File: config.mk
export PLATFORM = sky130hd
export DESIGN_NAME = mem_arbiter_flat
export DESIGN_NICKNAME = d
export VERILOG_FILES = /design/src/rtl/mem_arbiter_if.sv /design/src/rtl/mem_arbiter.sv /design/src/flat_wrapper.sv
export SDC_FILE = /design/constraint.sdc
export NUM_CORES = 1
export LEC_CHECK = 0
export CAP_MARGIN = 20
export CORE_AREA = 2 2 137 139
export CTS_CLUSTER_DIAMETER = 120
export DETAILED_ROUTE_END_ITERATION = 16
export DIE_AREA = 0 0 139 141
export GPL_ROUTABILITY_DRIVEN = 0
export GPL_TIMING_DRIVEN = 0
export PLACE_DENSITY = 0.84
export SYNTH_ARGS = -nofsm -noshare
export SYNTH_HDL_FRONTEND = slang
export SYNTH_SLANG_ARGS = --single-unit
File: constraint.sdc
create_clock -name clk -period 4.42 [get_ports clk]
set_input_delay 1.326 -clock clk [delete_from_list [all_inputs] [get_ports clk]]
set_output_delay 1.326 -clock clk [all_outputs]
set_load 0.05 [all_outputs]
File: src/rtl/mem_arbiter_if.sv
// Memory request/response types and the bundle that connects mem_arbiter to
// its two requesters and to the backing memory port.
//   ireq_in  / ireq_out : instruction-side request / response
//   dreq_in  / dreq_out : data-side request / response
//   mem_in   / mem_out  : request to / response from backing memory
package mem_arbiter_pkg;
    localparam int unsigned ADDR_W = 32;
    localparam int unsigned DATA_W = 32;
    localparam int unsigned STRB_W = DATA_W / 8;

    typedef struct packed {
        logic              mem_valid;
        logic              mem_instr;
        logic              mem_fence;
        logic [ADDR_W-1:0] mem_addr;
        logic [DATA_W-1:0] mem_wdata;
        logic [STRB_W-1:0] mem_wstrb;
    } mem_in_type;

    typedef struct packed {
        logic              mem_ready;
        logic [DATA_W-1:0] mem_rdata;
    } mem_out_type;
endpackage

interface mem_arbiter_if;
    import mem_arbiter_pkg::*;

    mem_in_type  ireq_in;
    mem_out_type ireq_out;
    mem_in_type  dreq_in;
    mem_out_type dreq_out;
    mem_in_type  mem_in;
    mem_out_type mem_out;

    // arbiter side
    modport slave (
        input  ireq_in, dreq_in, mem_out,
        output ireq_out, dreq_out, mem_in
    );

    // requester/memory-model side
    modport master (
        output ireq_in, dreq_in, mem_out,
        input  ireq_out, dreq_out, mem_in
    );
endinterface

File: src/rtl/mem_arbiter.sv
// mem_arbiter: shares one backing-memory port between the instruction side
// and the data side. Round-robin arbitration, one-deep request slot per port,
// and burst locking so a port re-issuing on ready keeps the grant for up to
// burst_max beats while the other port waits.
// Ports:
//   clk  : clock, all state on rising edge
//   rst  : asynchronous active-low reset
//   bus  : slave modport carrying ireq/dreq in/out and mem_in/mem_out
module mem_arbiter
    import mem_arbiter_pkg::*;
#(
    parameter int unsigned burst_max  = 4,
    parameter bit          prio_first = 1'b0
)(
    input  logic         clk,
    input  logic         rst,
    mem_arbiter_if.slave bus
);
    localparam int unsigned      CNT_W     = $clog2(burst_max) + 1;
    localparam logic [CNT_W-1:0] BEATS_MAX = CNT_W'(burst_max);
    localparam logic [CNT_W-1:0] BEATS_ONE = CNT_W'(1);

    localparam logic [1:0] IDLE   = 2'd0;
    localparam logic [1:0] BUSY_I = 2'd1;
    localparam logic [1:0] BUSY_D = 2'd2;

    logic [1:0]       r_state, w_state_nxt;
    logic [CNT_W-1:0] r_beats, w_beats_nxt;
    logic             r_rr, w_rr_nxt;       // last granted port: 0=instr, 1=data
    logic             r_full_i, r_full_d;
    mem_in_type       r_slot_i, r_slot_d;

    logic        w_busy_i, w_busy_d, w_done_i, w_done_d, w_done;
    logic        w_cap_i, w_cap_d, w_pend_i, w_pend_d;
    logic        w_own_d, w_refill, w_oth_pend, w_grant_d;
    mem_in_type  w_mem_in;
    mem_out_type w_iout, w_dout;

    assign w_busy_i = (r_state == BUSY_I);
    assign w_busy_d = (r_state == BUSY_D);
    assign w_done_i = bus.mem_out.mem_ready & w_busy_i;
    assign w_done_d = bus.mem_out.mem_ready & w_busy_d;
    assign w_done   = w_done_i | w_done_d;

    // A slot accepts a request when empty or when its current beat retires now
    assign w_cap_i  = bus.ireq_in.mem_valid & (~r_full_i | w_done_i);
    assign w_cap_d  = bus.dreq_in.mem_valid & (~r_full_d | w_done_d);
    assign w_pend_i = r_full_i | w_cap_i;
    assign w_pend_d = r_full_d | w_cap_d;

    // Owner/other view of the busy port
    assign w_own_d    = w_busy_d;
    assign w_refill   = w_own_d ? w_cap_d  : w_cap_i;
    assign w_oth_pend = w_own_d ? w_pend_i : w_pend_d;

    // IDLE grant: the port not served last wins a tie
    assign w_grant_d = (w_pend_i & w_pend_d) ? ~r_rr : w_pend_d;

    // Request slots
    always_ff @(posedge clk or negedge rst) begin
        if (!rst) begin
            r_full_i <= 1'b0;
            r_full_d <= 1'b0;
            r_slot_i <= '0;
            r_slot_d <= '0;
        end else begin
            r_full_i <= w_cap_i | (r_full_i & ~w_done_i);
            r_full_d <= w_cap_d | (r_full_d & ~w_done_d);
            if (w_cap_i) r_slot_i <= bus.ireq_in;
            if (w_cap_d) r_slot_d <= bus.dreq_in;
        end
    end

    // State register
    always_ff @(posedge clk or negedge rst) begin
        if (!rst) begin
            r_state <= IDLE;
            r_beats <= '0;
            r_rr    <= ~prio_first;
        end else begin
            r_state <= w_state_nxt;
            r_beats <= w_beats_nxt;
            r_rr    <= w_rr_nxt;
        end
    end

    // Next-state logic
    always_comb begin
        w_state_nxt = r_state;
        w_beats_nxt = r_beats;
        w_rr_nxt    = r_rr;
        case (r_state)
            IDLE: begin
                if (w_pend_i | w_pend_d) begin
                    w_state_nxt = w_grant_d ? BUSY_D : BUSY_I;
                    w_beats_nxt = BEATS_ONE;
                    w_rr_nxt    = w_grant_d;
                end
            end
            BUSY_I, BUSY_D: begin
                if (w_done) begin
                    if (w_refill && ((r_beats < BEATS_MAX) || !w_oth_pend)) begin
                        // burst continues without a bubble; count saturates
                        if (r_beats < BEATS_MAX) w_beats_nxt = r_beats + BEATS_ONE;
                    end else if (w_oth_pend) begin
                        w_state_nxt = w_own_d ? BUSY_I : BUSY_D;
                        w_beats_nxt = BEATS_ONE;
                        w_rr_nxt    = ~w_own_d;
                    end else begin
                        w_state_nxt = IDLE;
                        w_beats_nxt = '0;
                    end
                end
            end
            default: begin
                w_state_nxt = IDLE;
                w_beats_nxt = '0;
            end
        endcase
    end

    // Memory request comes from the owning slot; zero when idle
    always_comb begin
        w_mem_in = '0;
        if (w_busy_i) begin
            w_mem_in           = r_slot_i;
            w_mem_in.mem_valid = 1'b1;
            w_mem_in.mem_instr = 1'b1;
        end else if (w_busy_d) begin
            w_mem_in           = r_slot_d;
            w_mem_in.mem_valid = 1'b1;
            w_mem_in.mem_instr = 1'b0;
        end
    end

    // Responses routed to the owner only, same cycle as memory ready
    always_comb begin
        w_iout = '0;
        w_dout = '0;
        if (w_done_i) w_iout = bus.mem_out;
        if (w_done_d) w_dout = bus.mem_out;
    end

    assign bus.mem_in   = w_mem_in;
    assign bus.ireq_out = w_iout;
    assign bus.dreq_out = w_dout;
endmodule

File: src/flat_wrapper.sv
// flat-port wrapper written by rule: the top's interface ports become plain ports
module mem_arbiter_flat import mem_arbiter_pkg::*;
#(
    parameter int unsigned burst_max  = 4,
    parameter bit          prio_first = 1'b0
)
  (clk, rst, bus_ireq_in, bus_dreq_in, bus_mem_out, bus_ireq_out, bus_dreq_out, bus_mem_in);
  mem_arbiter_if bus_i ();
  input  logic clk;
  input  logic rst;
  input wire logic [$bits(bus_i.ireq_in)-1:0] bus_ireq_in;
  input wire logic [$bits(bus_i.dreq_in)-1:0] bus_dreq_in;
  input wire logic [$bits(bus_i.mem_out)-1:0] bus_mem_out;
  output wire logic [$bits(bus_i.ireq_out)-1:0] bus_ireq_out;
  output wire logic [$bits(bus_i.dreq_out)-1:0] bus_dreq_out;
  output wire logic [$bits(bus_i.mem_in)-1:0] bus_mem_in;
  assign bus_i.ireq_in = bus_ireq_in;
  assign bus_i.dreq_in = bus_dreq_in;
  assign bus_i.mem_out = bus_mem_out;
  assign bus_ireq_out = bus_i.ireq_out;
  assign bus_dreq_out = bus_i.dreq_out;
  assign bus_mem_in = bus_i.mem_in;
  mem_arbiter #(.burst_max(burst_max), .prio_first(prio_first)) u_core (.clk(clk), .rst(rst), .bus(bus_i));
endmodule
# Word-level counts from Yosys, hierarchy flattened
# Index checks and enable logic that the tools add are counted.
totals:
  regBits: 146
  inputBits: 177
  output_inout_bits: 137
  wordCells: 77
op_classes:
  n_addsub: 1
  n_lt_le_gt_ge: 1
  eq_ne: 7
  muxes: 25
  bitwise: 21
  n_reduce_logical: 9
op_table:
  columns: ["operator", "n"]
  rows:
  - ["$mux W71", 2]
  - ["$mux W33", 2]
  - ["$mux W2", 6]
  - ["$mux W3", 4]
  - ["$mux W1", 8]
  - ["$or A1 B1 Y1", 8]
  - ["$and A1 B1 Y1", 7]
  - ["$ne A2 B1 Y1 const B", 3]
  - ["$not A1 Y1", 6]
  - ["$pmux W3 S2", 1]
  - ["$reduce_and A3 Y1", 2]
  - ["$reduce_and A5 Y1", 1]
  - ["$pmux W2 S2", 1]
  - ["$add A3 B1 Y3 const B", 1]
  - ["$lt A3 B3 Y1 const B", 1]
  - ["$ne A3 B2 Y1 const B", 1]
  - ["$eq A2 B1 Y1 const B", 1]
  - ["$eq A2 B2 Y1 const B", 1]
  - ["$logic_not A2 Y1", 1]
  - ["$ne A2 B2 Y1 const B", 1]
  - ["$pmux W1 S2", 1]
  - ["$reduce_bool A2 Y1", 1]
  - ["$reduce_or A2 Y1", 1]
  - ["$logic_and A1 B1 Y1", 1]
  - ["other kinds (2)", 2]

# Longest topological paths before layout
depth:
  ltp_word: 12
  mapped_depth: 8
  ltp_nobuf: 7

# Least setup slack after synthesis
# Ideal clock, no wire load.
synth_path:
  path_type: "register to output"
  startpoint: "register u_core.r_state[0]"
  endpoint: "output port bus_mem_in[10]"
  arrival_time_ns: 2.450
  setup_slack_ns: 0.644
  path_stages_with_launch: 8
  n_path_buf: 3
  cell_sequence: "dfrtp_1 -> inv_1 -> ha_1 -> buf_4 -> clkbuf_1 -> clkbuf_1 -> nand2_1 -> o21ai_0"
synth_via:
  elab_chain_len: 3
  elab_cells_between_ends: 4
  cone_classes: "eq/ne (2); mux (2)"
synth_lines:
  columns: ["element", "line", "text"]
  rows:
  - ["start, declared", "mem_arbiter.sv:27", "logic [1:0] r_state, w_state_nxt;"]
  - ["start signal, assigned", "mem_arbiter.sv:81", "r_state <= w_state_nxt;"]
  - ["$eq A2 B2 Y1", "mem_arbiter.sv:40", "assign w_busy_d = (r_state == BUSY_D);"]
  - ["$mux W71", "mem_arbiter.sv:129", "end else if (w_busy_d) begin"]
  - ["$mux W71 (*)", "mem_arbiter.sv:125", "if (w_busy_i) begin"]
  - ["end, declared", "flat_wrapper.sv:16", "output wire logic [$bits(bus_i.mem_in)-1:0] bus_mem_in;"]
# Every way passes the cells marked *; elsewhere a longest branch is shown, timed or not.

# Worst setup path in the final report
layout_path:
  startpoint: "input port bus_mem_out[32]"
  endpoint: "output port bus_dreq_out[4]"
layout_via:
  elab_chain_len: 2
layout_lines:
  columns: ["element", "line", "text"]
  rows:
  - ["start, declared", "flat_wrapper.sv:13", "input wire logic [$bits(bus_i.mem_out)-1:0] bus_mem_out;"]
  - ["$and A1 B1 Y1", "mem_arbiter.sv:42", "assign w_done_d = bus.mem_out.mem_ready & w_busy_d;"]
  - ["$mux W33", "mem_arbiter.sv:141", "if (w_done_d) w_dout = bus.mem_out;"]
  - ["end, declared", "flat_wrapper.sv:15", "output wire logic [$bits(bus_i.dreq_out)-1:0] bus_dreq_out;"]
# No other way between the ends.

==> out/results.ini <==
[outcome]
status = finished, final reports clean

[clock_tree]
cts_setup_buffers = 0
clock_sinks = 146
cts.reportedPaths.clkPinSlew_ns = 0.06
htree_levels = 4
cts_root_buf = clkbuf_16
clk-insertion-delay-late_ns = 0.43
tritoncts = built
clockBufferDepth = 2
numCtsBuffers = 17

[grt]
antenna_found_initial = 1
grt_usage_pct = 23.5
grt_pass1_vias = 6579
grt_max_degree = 96
grt_overflow_total = 0
grt_pass1_wl_mm = 35.7

[synthesis]
yosysUniqueCellTypes = 38
synth.avg_cell_area_um2 = 10.7
synth-main-ff-cell = dfrtp_1
synth_seq_cells = 146
syn_inst = 666
seq_area_frac_synth_pct = 51.3
synth_edf_count = 0
ys_warn_count = 0
syn-num-nets = 848
syn_area_um2 = 7120
ys_async_sr_fraction_pct = 100

[floorplan]
ios = 314
dieArea_um2 = 19600
rows = 50
start_util_pct = 39.0
dieHeight_um = 141
core_um2 = 18300
fp.dieW_um = 139

[critical_path]
crit_top_cell = clkbuf_2
cp_max_fo = 10
worst-setup-path-type = input pin to output port
crit_slowest_cell = clkdlybuf4s50_1
reg2regPathDepth = 8
cpPeakStageDelay_ns = 0.61
cp.arrival_ns = 3.04
crit_chain = clkdlybuf4s50_1, clkbuf_2, clkbuf_2, and3_1, clkdlybuf4s15_2
start_kind = input pin
r2r_start = u_core.r_state[1]$_DFFE_PN0P_
rrSetupSlack_ns = 2.16
crit_family = buffers and inverters
crit_buf_inv = 4
r2r-end = u_core.r_rr$_DFFE_PN1P_
cp-end-kind = output port
crit_required_ns = 3.09

[placement]
place_hpwl_mm = 17.1
io_buffers = 311
placed_area_um2 = 10600

[timing]
rsz0062_at_grt = false
slew_viol_final = 0
finalSetupViolations = 0
period_share_pct = 98.8
hold_viol_final = 0
finalClockSkew_ns = 0.0127
period_minus_slack_ns = 4.37
relSlewSlack_pct = 59.5
tightest_slew_ns = 0.607
finalHoldWorstSlack_ns = 0.506
max_freq_mhz = 229

[power_and_ir_drop]
leakage_nw = 4.92
pwr-share-seq_pct = 27.7
switching_share_pct = 45.9
clkPwrFrac_pct = 18.6
ir_drop_mv = 0.524
power.switching_mw = 3.94
power.density_nw_per_um2 = 770
pwr-share-comb_pct = 53.7
p_int_mw = 4.63

[worst_hold_path]
worstHoldEndpoint = u_core.r_slot_i[54]$_DFFE_PN0P_
hp-class = flip-flop to flip-flop
min_from = u_core.r_slot_i[54]$_DFFE_PN0P_
whs_path_depth = 1

[route]
firstDrtPassIters = 4
drcViolationCount = 0
wirelength_mm = 23.0
ant_nets = 0
routedWlPerCell_um = 18.5
avgViaCountPerCell = 5.09
num_vias = 6338
drtIter0Drc = 327

[final_layout]
final_layout_size_suffix_gt1_share_pct = 32.9
nNetsFinal = 1178
final_area_um2 = 11100
area_growth_pct = 56.1

[job]
max_cap_viol_count = 0

per-stage QoR:
stage	setup WS [ns]	std cells	TNS [ns]	power [mW]	utilization, %
finish	0.0512	1244	0	8.57	60.9
global route	0.00615	1244	0	9.03	60.9
CTS	-0.0226	1243	-0.0226	8.65	61.8
detailed placement	-0.598	1212	-35.22	7.21	57.8
global placement	-4.02	1211	-619.22	7.09	57.6
floorplan	0.644	666	0	5.55	-
registers in the layout (all words and copies together), names as in the netlist:
register	flops
u_core.r_slot_d	69
u_core.r_full_i	1
u_core.r_full_d	1
u_core.r_slot_i	69
u_core.r_beats	3
u_core.r_rr	1
u_core.r_state	2
worst reg2reg max path, delay by kind of cell (launching register included):
| kind | cells | cell delay [ns] |
|---|---|---|
| adder cells (fa/ha/maj) | 1 | 0.22 |
| flip-flops | 1 | 0.42 |
| buffers and inverters | 2 | 0.46 |
| AO/OA/AOI/OAI | 4 | 0.76 |
| multiplexers | 1 | 0.35 |
metal layers:
metal,up-vias,GRT usage [%],routed length [um]
met1,3082,27.4,9220
met4,0,10.2,772
met2,252,40.4,11400
li1,2957,-,-
met5,-,0,0
met3,47,7.00,1620
synthesized netlist by cell type (3+ instances only):
cell type	number	area, um2
ha_1	5	62.6
inv_1	5	18.8
nor2_1	5	18.8
dfrtp_1	145	3630
mux2_2	139	1570
buf_2	11	55.1
clkbuf_1	36	135
nand2_1	141	529
buf_4	4	30.0
o21ai_0	73	365
and3_1	64	400
nand2b_1	3	18.8
a21oi_1	5	25.0
power groups by stage:
stage / clock network [mW] / logic, mW / registers, mW
CTS: 1.62 / 4.67 / 2.36
finish: 1.59 / 4.60 / 2.37
global route: 1.68 / 4.90 / 2.45
detailed placement: 0 / 4.83 / 2.38
global placement: 0 / 4.75 / 2.34
floorplan: 0 / 3.29 / 2.26
worst max path at each step:
stage	start	end	slack, ns	cells past startpoint
floorplan	u_core.r_state[0]$_DFFE_PN0P_	bus_mem_in[10]	0.64	7
global placement	rst	u_core.r_slot_d[68]$_DFFE_PN0P_	-4.02	1
detailed placement	bus_mem_out[32]	bus_dreq_out[1]	-0.60	5
CTS	u_core.r_state[1]$_DFFE_PN0P_	bus_mem_in[7]	-0.02	8
global route	bus_mem_out[32]	bus_ireq_out[6]	0.006	4
finish	bus_mem_out[32]	bus_dreq_out[4]	0.05	5
cell type report:
type,count,area [um2]
fill,1532,7150
sequential,146,3650
multi-input combinational,462,3210
timing repair buffer,312,3040
clock buffer,19,453
tap,234,293
buffer,52,258
clock inverter,13,198
inverter,5,18.8
antenna,1,2.50
cells in the final DEF (no fill, tap or decap), drive strengths merged:
cell,n
dlygate4sd2,10
a21oi,6
clkinv,2
diode,1
a32o,1
mux2i,1
clkbuf,92
o211ai,1
o21ai,74
a21o,2
nand4,1
a21bo,1
clkinvlp,2
and3,64
bufinv,4
buf,20
nor3,1
o21bai,1
inv,10
ha,5
nand2b,3
clkdlybuf4s50,176
dfrtp,145
mux2,140
nand2,142
nor2,5
a31oi,1
nor2b,2
dfstp,1
and2,2
a311o,1
nand3b,1
o22ai,3
a32oi,1
a221oi,1
o31ai,1
clkdlybuf4s15,85
a211o,1
logic make-up after synthesis:
group | count (synthesis) | synth area share (%)
AO/OA/AOI/OAI | 95 | 7.59
adder cells (fa/ha/maj) | 5 | 0.878
buffers and inverters | 58 | 3.67
flip-flops | 146 | 51.3
multiplexers | 141 | 22.3
AND/OR/NAND/NOR | 221 | 14.3
repair_timing:
item | in CTS | in global routing
gates resized for setup | 377 | 92
hold buffers | 0 | 0
endpoints found under the setup margin | 134 | 96
Power figures use the tool's default switching activity.
